$ cat config.mk
export PLATFORM = sky130hd
export DESIGN_NAME = alu_pipe
export DESIGN_NICKNAME = d
export VERILOG_FILES = /design/src/rtl/alu_pkg.sv /design/src/rtl/alu_core.sv /design/src/rtl/alu_pipe.sv
export SDC_FILE = /design/constraint.sdc
export NUM_CORES = 1
export LEC_CHECK = 0
export ABC_AREA = 1
export ABC_CLOCK_PERIOD_IN_PS = 2700
export CORE_MARGIN = 1.5
export CORE_UTILIZATION = 25
export CTS_CLUSTER_DIAMETER = 80
export DETAILED_ROUTE_END_ITERATION = 10
export MAX_ROUTING_LAYER = met4
export PLACE_DENSITY_LB_ADDON = 0.12
export SLEW_MARGIN = 25
export SYNTH_ARGS = -nofsm -noshare
export SYNTH_HDL_FRONTEND = slang
export SYNTH_SLANG_ARGS = --single-unit
$ cat constraint.sdc
create_clock -name i_clk -period 2.7 [get_ports i_clk]
set_input_delay 0.54 -clock i_clk [delete_from_list [all_inputs] [get_ports i_clk]]
set_output_delay 0.54 -clock i_clk [all_outputs]
set_load 0.02 [all_outputs]
$ cat src/rtl/alu_pkg.sv
// Shared ALU definitions: default widths, opcode encodings and
// the packed flag bundle passed from the core into the result stage.
package alu_pkg;

   localparam int NB_DATA_DEF   = 8;
   localparam int NB_OPCODE_DEF = 6;

   localparam logic [5:0] OP_ADD = 6'b100000;
   localparam logic [5:0] OP_SUB = 6'b100010;
   localparam logic [5:0] OP_AND = 6'b100100;
   localparam logic [5:0] OP_OR  = 6'b100101;
   localparam logic [5:0] OP_XOR = 6'b100110;
   localparam logic [5:0] OP_NOR = 6'b100111;
   localparam logic [5:0] OP_SRA = 6'b000011;
   localparam logic [5:0] OP_SRL = 6'b000010;

   typedef struct packed {
      logic zero;
      logic negative;
      logic carry;
      logic overflow;
      logic err;
   } alu_flags_t;

endpackage

$ cat src/rtl/alu_core.sv
// Combinational ALU: op_a, op_b, opcode -> result, flags.
// op_b is the unsigned shift amount for SRA/SRL.
module alu_core
   import alu_pkg::*;
#(
   parameter int NB_DATA   = NB_DATA_DEF,
   parameter int NB_OPCODE = NB_OPCODE_DEF
) (
   input  logic [NB_DATA-1:0]   op_a,
   input  logic [NB_DATA-1:0]   op_b,
   input  logic [NB_OPCODE-1:0] opcode,
   output logic [NB_DATA-1:0]   result,
   output alu_flags_t           flags
);

   localparam int M = NB_DATA - 1;
   localparam logic [NB_DATA-1:0] NB_L = NB_DATA[NB_DATA-1:0];

   localparam logic [NB_OPCODE-1:0] C_ADD = NB_OPCODE'(OP_ADD);
   localparam logic [NB_OPCODE-1:0] C_SUB = NB_OPCODE'(OP_SUB);
   localparam logic [NB_OPCODE-1:0] C_AND = NB_OPCODE'(OP_AND);
   localparam logic [NB_OPCODE-1:0] C_OR  = NB_OPCODE'(OP_OR);
   localparam logic [NB_OPCODE-1:0] C_XOR = NB_OPCODE'(OP_XOR);
   localparam logic [NB_OPCODE-1:0] C_NOR = NB_OPCODE'(OP_NOR);
   localparam logic [NB_OPCODE-1:0] C_SRA = NB_OPCODE'(OP_SRA);
   localparam logic [NB_OPCODE-1:0] C_SRL = NB_OPCODE'(OP_SRL);

   logic [NB_DATA:0]          sum;
   logic [NB_DATA:0]          dif;
   logic signed [NB_DATA-1:0] sra_s;
   logic [NB_DATA-1:0]        srl_u;
   logic                      big;

   always_comb begin
      sum   = {1'b0, op_a} + {1'b0, op_b};
      // top bit of the widened difference is the unsigned borrow
      dif   = {1'b0, op_a} - {1'b0, op_b};
      // kept in its own signed variable so the shift stays arithmetic
      sra_s = $signed(op_a) >>> op_b;
      srl_u = op_a >> op_b;
      big   = (op_b >= NB_L);

      result         = '0;
      flags          = '0;
      unique case (1'b1)
         (opcode == C_ADD): begin
            result         = sum[M:0];
            flags.carry    = sum[NB_DATA];
            flags.overflow = (op_a[M] == op_b[M])
                           && (sum[M] != op_a[M]);
         end
         (opcode == C_SUB): begin
            result         = dif[M:0];
            flags.carry    = dif[NB_DATA];
            flags.overflow = (op_a[M] != op_b[M])
                           && (dif[M] != op_a[M]);
         end
         (opcode == C_AND): result = op_a & op_b;
         (opcode == C_OR):  result = op_a | op_b;
         (opcode == C_XOR): result = op_a ^ op_b;
         (opcode == C_NOR): result = ~(op_a | op_b);
         (opcode == C_SRA): begin
            result = big ? {NB_DATA{op_a[M]}} : sra_s;
         end
         (opcode == C_SRL): begin
            result = big ? '0 : srl_u;
         end
         default: flags.err = 1'b1;
      endcase
      flags.zero     = (result == '0);
      flags.negative = result[M];
   end

endmodule

$ cat src/rtl/alu_pipe.sv
// Two-stage valid/ready ALU: S1 holds operands+opcode, S2 result+flags.
// Ports: i_clk, i_rst_n, i_valid/o_ready in, o_valid/i_ready out, flags.
module alu_pipe
   import alu_pkg::*;
#(
   parameter int NB_DATA   = NB_DATA_DEF,
   parameter int NB_OPCODE = NB_OPCODE_DEF
) (
   input  logic                 i_clk,
   input  logic                 i_rst_n,
   input  logic                 i_valid,
   output logic                 o_ready,
   input  logic [NB_DATA-1:0]   i_op_1,
   input  logic [NB_DATA-1:0]   i_op_2,
   input  logic [NB_OPCODE-1:0] i_opcode,
   output logic                 o_valid,
   input  logic                 i_ready,
   output logic [NB_DATA-1:0]   o_result,
   output logic                 o_zero,
   output logic                 o_negative,
   output logic                 o_carry,
   output logic                 o_overflow,
   output logic                 o_err
);

   logic                 s1_valid;
   logic [NB_DATA-1:0]   s1_a;
   logic [NB_DATA-1:0]   s1_b;
   logic [NB_OPCODE-1:0] s1_op;
   logic [NB_DATA-1:0]   core_res;
   alu_flags_t           core_flags;
   alu_flags_t           s2_flags;
   logic                 s2_adv;
   logic                 s1_adv;

   assign s2_adv  = !o_valid || i_ready;
   assign s1_adv  = !s1_valid || s2_adv;
   assign o_ready = s1_adv;

   always_ff @(posedge i_clk or negedge i_rst_n) begin
      if (!i_rst_n) begin
         s1_valid <= 1'b0;
         s1_a     <= '0;
         s1_b     <= '0;
         s1_op    <= '0;
      end else if (s1_adv) begin
         s1_valid <= i_valid;
         if (i_valid) begin
            s1_a  <= i_op_1;
            s1_b  <= i_op_2;
            s1_op <= i_opcode;
         end
      end
   end

   alu_core #(
      .NB_DATA   (NB_DATA),
      .NB_OPCODE (NB_OPCODE)
   ) u_core (
      .op_a   (s1_a),
      .op_b   (s1_b),
      .opcode (s1_op),
      .result (core_res),
      .flags  (core_flags)
   );

   always_ff @(posedge i_clk or negedge i_rst_n) begin
      if (!i_rst_n) begin
         o_valid  <= 1'b0;
         o_result <= '0;
         s2_flags <= '0;
      end else if (s2_adv) begin
         o_valid <= s1_valid;
         if (s1_valid) begin
            o_result <= core_res;
            s2_flags <= core_flags;
         end
      end
   end

   assign o_zero     = s2_flags.zero;
   assign o_negative = s2_flags.negative;
   assign o_carry    = s2_flags.carry;
   assign o_overflow = s2_flags.overflow;
   assign o_err      = s2_flags.err;

endmodule

-- Word-level counts from Yosys, hierarchy flattened
Cells that the tools add are included.
- register bits after elaboration: 37
- bits of input ports: 26
- output and inout bits: 15
- add/subtract/negate cells: 2
- magnitude comparators: 1
- eq/ne operators: 12
- shifts and indexed selects: 2
- muxes and demuxes: 5
- bitwise logic cells: 4
- reduce and logical (&&, ||, !) cells: 10
- operators by type and width (operator ; number):
    $pmux W8 S8 ; 1
    $eq A6 B6 Y1 const B ; 6
    $mux W8 ; 2
    $eq A6 B2 Y1 const B ; 2
    $add A8 B8 Y9 ; 1
    $sub A8 B8 Y9 ; 1
    $and A8 B8 Y8 ; 1
    $ge A8 B4 Y1 const B ; 1
    $logic_not A8 Y1 ; 1
    $not A8 Y8 ; 1
    $or A8 B8 Y8 ; 1
    $reduce_or A8 Y1 ; 1
    $shr A8 B8 Y8 ; 1
    $sshr A8 B8 Y8 ; 1
    $xor A8 B8 Y8 ; 1
    $pmux W2 S2 ; 1
    $reduce_and A2 Y1 ; 2
    $ne A1 B1 Y1 ; 3
    $logic_and A1 B1 Y1 ; 2
    $logic_not A1 Y1 ; 2
    $logic_or A1 B1 Y1 ; 2
    $eq A1 B1 Y1 ; 1
    $mux W1 ; 1

-- Longest topological paths before layout
- depth after elaboration: 4
- mapped depth: 17
- mapped depth without buffers: 15

-- Cells and area by module
A second synthesis with hierarchy kept.
- cell total of the unflattened synthesis: 544
- area total of the unflattened synthesis: 3629.7 um^2
- modules (own cells, without submodules) (module ; instances ; cells an instance ; area each (um^2) ; seq. area each (um^2)):
    alu_core ; 1 ; 386 ; 2175.8 ; 0.0
    alu_pipe ; 1 ; 158 ; 1453.9 ; 925.9

-- Worst setup path before layout
No wires, ideal clock.
- path type: flip-flop to flip-flop
- start: reg s1_b[1]
- end: reg s2_flags, in the netlist o_zero
- data arrival time: 1.980 ns
- setup slack: 0.645 ns
- stages on the path, launching flop included: 18
- cell sequence: dfrtp_1 -> buf_2 -> inv_1 -> buf_2 -> ha_1 -> nand2_1 -> inv_1 -> nand2_1 -> nand2_1 -> nand4_1 -> nand2_1 -> inv_1 -> nand2_1 -> nand3_1 -> nand2_1 -> nor2_1 -> nand3_1 -> o21bai_2
- longest elaborated chain between the ends: 4
- elaborated cells between the ends (all ways): 13
- classes of those cells: add/sub: 2; order compare: 1; shift: 2; mux: 3; bitwise: 4; reduce/logical: 1
- ends and longest elaborated chain (element ; line ; RTL):
    from (decl) ; alu_pipe.sv:28 ; logic [NB_DATA-1:0] s1_b;
    from (signal assigned) ; alu_pipe.sv:50 ; s1_b <= i_op_2;
    $ge A8 B4 Y1 (tied with other cells) ; alu_core.sv:41 ; big = (op_b >= NB_L);
    $mux W8 (tied with other cells) ; alu_core.sv:66 ; result = big ? '0 : srl_u;
    $pmux W8 S8 (*) ; alu_core.sv:45 ; unique case (1'b1)
    $logic_not A8 Y1 (*) ; alu_core.sv:70 ; flags.zero = (result == '0);
    to (signal assigned) ; alu_pipe.sv:76 ; s2_flags <= core_flags;
    to (decl) ; alu_pipe.sv:32 ; alu_flags_t s2_flags;
Mark *: on every way between the ends. The rest lies on a longest branch, timed or not.
A chain may end at the register's enable or synchronous reset.

-- Worst setup path after layout
- start: reg s1_b[0]
- end: reg s2_flags, in the netlist o_zero
The elaborated chain is that of the path after synthesis.

==> metrics.md <==
| Metric | Value |
|---|---|
| DIE AREA | 0.0137 mm^2 |
| Ports | 41 |
| Fmax | 0.426 GHz |
| Top cell type's share of synthesized area | 27.7% |
| Drt pass-1 iters | 5 |
| Fin. Hold Viols | 0 |
| CTS tree | built |
| Final min period | 2.35 ns |
| Root buffer cell | clkbuf_16 |
| Routed WL | 11200 um |
| Max Root-Sink Buffers | 2 |
| Worst EP required | 2.92 ns |
| Post-synth top cells | 138 x nand2_1, 65 x nor2_1, 59 x nand3_1 |
| Ys async rst share | 100% |
| Post-DP Area | 0.00383 mm^2 |
| Vias per cell | 4.77 |
| Top Family by Delay on Critical Path | simple AND/OR/NAND/NOR gates |
| Setup TNS | 0 ns |
| Outcome | finished clean |
| Die Ht | 117 um |
| Top FF cell, synth | dfrtp_1 |
| Syn Inst Count | 499 |
| Leakage power | 1.95 nW |
| Worst-path clk slew | 0.06 ns |
| Starting DRT DRC Count | 265 |
| Die Wd | 117 um |
| Residual DRC count | 0 |
| GPL Wtd Cong | 1.00 |
| Via Count | 3390 |
| Simple-gate area share of the yosys netlist | 41.6% |
| Largest net degree at the start of global routing | 46 |
| Synth warnings | 0 |
| Worst-path fanout max | 6 |
| Antenna violations before repair | 0 |
| Seq cells post-synth | 36 |
| Synth area leader | dfrtp_1 |
| Worst Tran Pin Value | 0.868 ns |
| Post-layout nets | 590 |
| Critical path cell sequence | ha_1 > fa_1 > or2_2 > nand3_1 > nand2_1 > nor2_1 > nand2_1 > nor2_1 > nand2_1 > nor2_1 > nand2_1 > o21bai_2 |
| Max Slew Vio Count | 0 |
| Synth Area in XOR/XNOR | 0.539% |
| Final ANT Viol Nets | 0 |
| Mean Syn Cell Area | 6.51 um^2 |
| Post-synthesis compound-gate area fraction | 10.3% |
| Worst vdd ir | 0.210 mV |
| Power Dens Cells | 618 mW/mm^2 |
| Row count | 41 |
| First-pass GRT wire length | 17700 um |
| Total congestion overflow | 0 |
| DP HPWL | 8890 um |
| Hold WS | 0.349 ns |
| CP max-delay cell | fa_1 |
| Most common cell in the netlist | nand2_1 |
| Most frequent CP cell | nand2_1 |
| Kind of critical path | reg2reg |
| Ant diodes | 0 |
| CP max stage delay | 0.48 ns |
| CP Launch Point | s1_b[0]$_DFFE_PN0P_ |
| Initial core utilization | 25.7% |
| Adder-cell share of the synthesized area | 10.9% |
| EDFF count, synth | 0 |
| Final period util | 86.9% |
| Clock Skew | 0.00376 ns |
| Setup crit end kind | register |
| Layout cell share with drive strength beyond 1 | 6.88% |
| Startpoint types | register |
| Setup violators final | 0 |
| Top cells by area, synth | dfrtp_1 28%, nand2_1 16%, ha_1 9.6% |
| Unique cell type count in the Yosys netlist | 33 |
| Critical path buffer and inverter count | 0 |
| Critical R2R Launch | s1_b[0]$_DFFE_PN0P_ |
| Syn nets | 552 |
| Detailed-route wire length per cell | 15.7 um |
| Vias in the first global route | 3243 |
| Clock latency on the worst-skew pair | 0.29 ns |
| Post-CTS setup buffer count | 0 |
| Seq/Total Area, Yosys | 27.7% |
| Cts repair resizes | 0 |
| Worst Path Arrival | 2.57 ns |
| H-tree depth reported by CTS | 2 |
| Post-Syn Area | 0.00325 mm^2 |
| TritonCTS buffer count | 5 |
| Largest family of logic cells by synthesized area | simple AND/OR/NAND/NOR gates |
| # port buffers | 40 |
| Rel. slew slack | 42.2% |
| Total Routing Usage GR | 17.7% |
| Core area | 0.0127 mm^2 |
| Synth-to-layout area growth | 23.0% |
| Design Area, Final | 0.00400 mm^2 |
| MaxCap Viol Count | 0 |
| CTS Hold Bufs | 0 |
| Post-synthesis mux area share | 0% |
| Hold Path Class | in2async |
| Sink Count | 36 |
| Final Util | 31.5% |
| RSZ-0062 raised after global routing | no |
sequential cells by signal (all words and copies together) (netlist names):
name,flops
o_carry,1
o_err,1
o_overflow,1
o_result,8
o_valid,1
o_zero,1
s1_a,8
s1_b,8
s1_op,6
s1_valid,1
layout make-up:
class / instances / area [um^2]
fillers: 1393 / 8670
inverters: 55 / 208
repair buffers: 47 / 448
clock buffers: 5 / 125
well taps: 172 / 215
flip-flops and latches: 36 / 901
clock inverters: 3 / 42.5
multi-input cells: 392 / 2060
layer usage:
metal	GRT usage [%]	vias up	wire, um
met4	5.86	0	308
met3	2.47	23	437
met5	-	-	0
met2	26.9	84	4960
met1	24.2	1594	5460
li1	-	1689	-
through the flow:
stage | std cells | total power [mW] | setup WS [ns]
5_1_grt | 710 | 2.65 | 0.120
2_1_floorplan | 499 | 1.42 | 0.645
3_3_place_gp | 702 | 1.78 | 0.329
4_1_cts | 710 | 2.49 | 0.333
3_5_place_dp | 702 | 1.77 | 0.347
6_report | 710 | 2.47 | 0.353
kinds of logic after synthesis:
group	Yosys count
AOI/OAI and AO/OA	62
DFF	36
adders and majority gates	27
xor gates and xnor gates	2
buffers and inverters	71
and+or+nand+nor	301
cells in the final DEF (no fill, tap or decap), drive strengths merged:
| master | instances |
|---|---|
| bufinv | 1 |
| o41ai | 1 |
| buf | 8 |
| o21bai | 1 |
| fa | 2 |
| nor2 | 72 |
| dfrtp | 36 |
| nand3b | 3 |
| nor3 | 7 |
| clkbuf | 5 |
| or2 | 2 |
| clkinv | 2 |
| xor2 | 2 |
| a21oi | 35 |
| clkinvlp | 1 |
| nand4 | 16 |
| clkdlybuf4s50 | 39 |
| ha | 25 |
| nand2 | 142 |
| o21a | 2 |
| o211ai | 2 |
| a21o | 1 |
| nand3 | 59 |
| o21ai | 19 |
| a31oi | 1 |
| inv | 54 |
where the power goes:
group	switching, mW	total, mW	internal [mW]
Combinational	0.679	1.05	0.375
Clock	0.261	0.696	0.435
Sequential	0.0939	0.719	0.625
worst paths after layout:
kind	slack, ns	to	cells past startpoint
max in group asynchronous	1.79	o_result[3]$_DFFE_PN0P_	1
worst min register to register	0.48	o_err$_DFFE_PN0P_	2
worst max register to register	0.35	o_zero$_DFFE_PN0P_	12
worst max-delay path	0.35	o_zero$_DFFE_PN0P_	12
worst min-delay path	0.35	s1_a[0]$_DFFE_PN0P_	1
min in group i_clk	0.48	o_err$_DFFE_PN0P_	2
No activity file was read; power rests on OpenSTA's default activity.
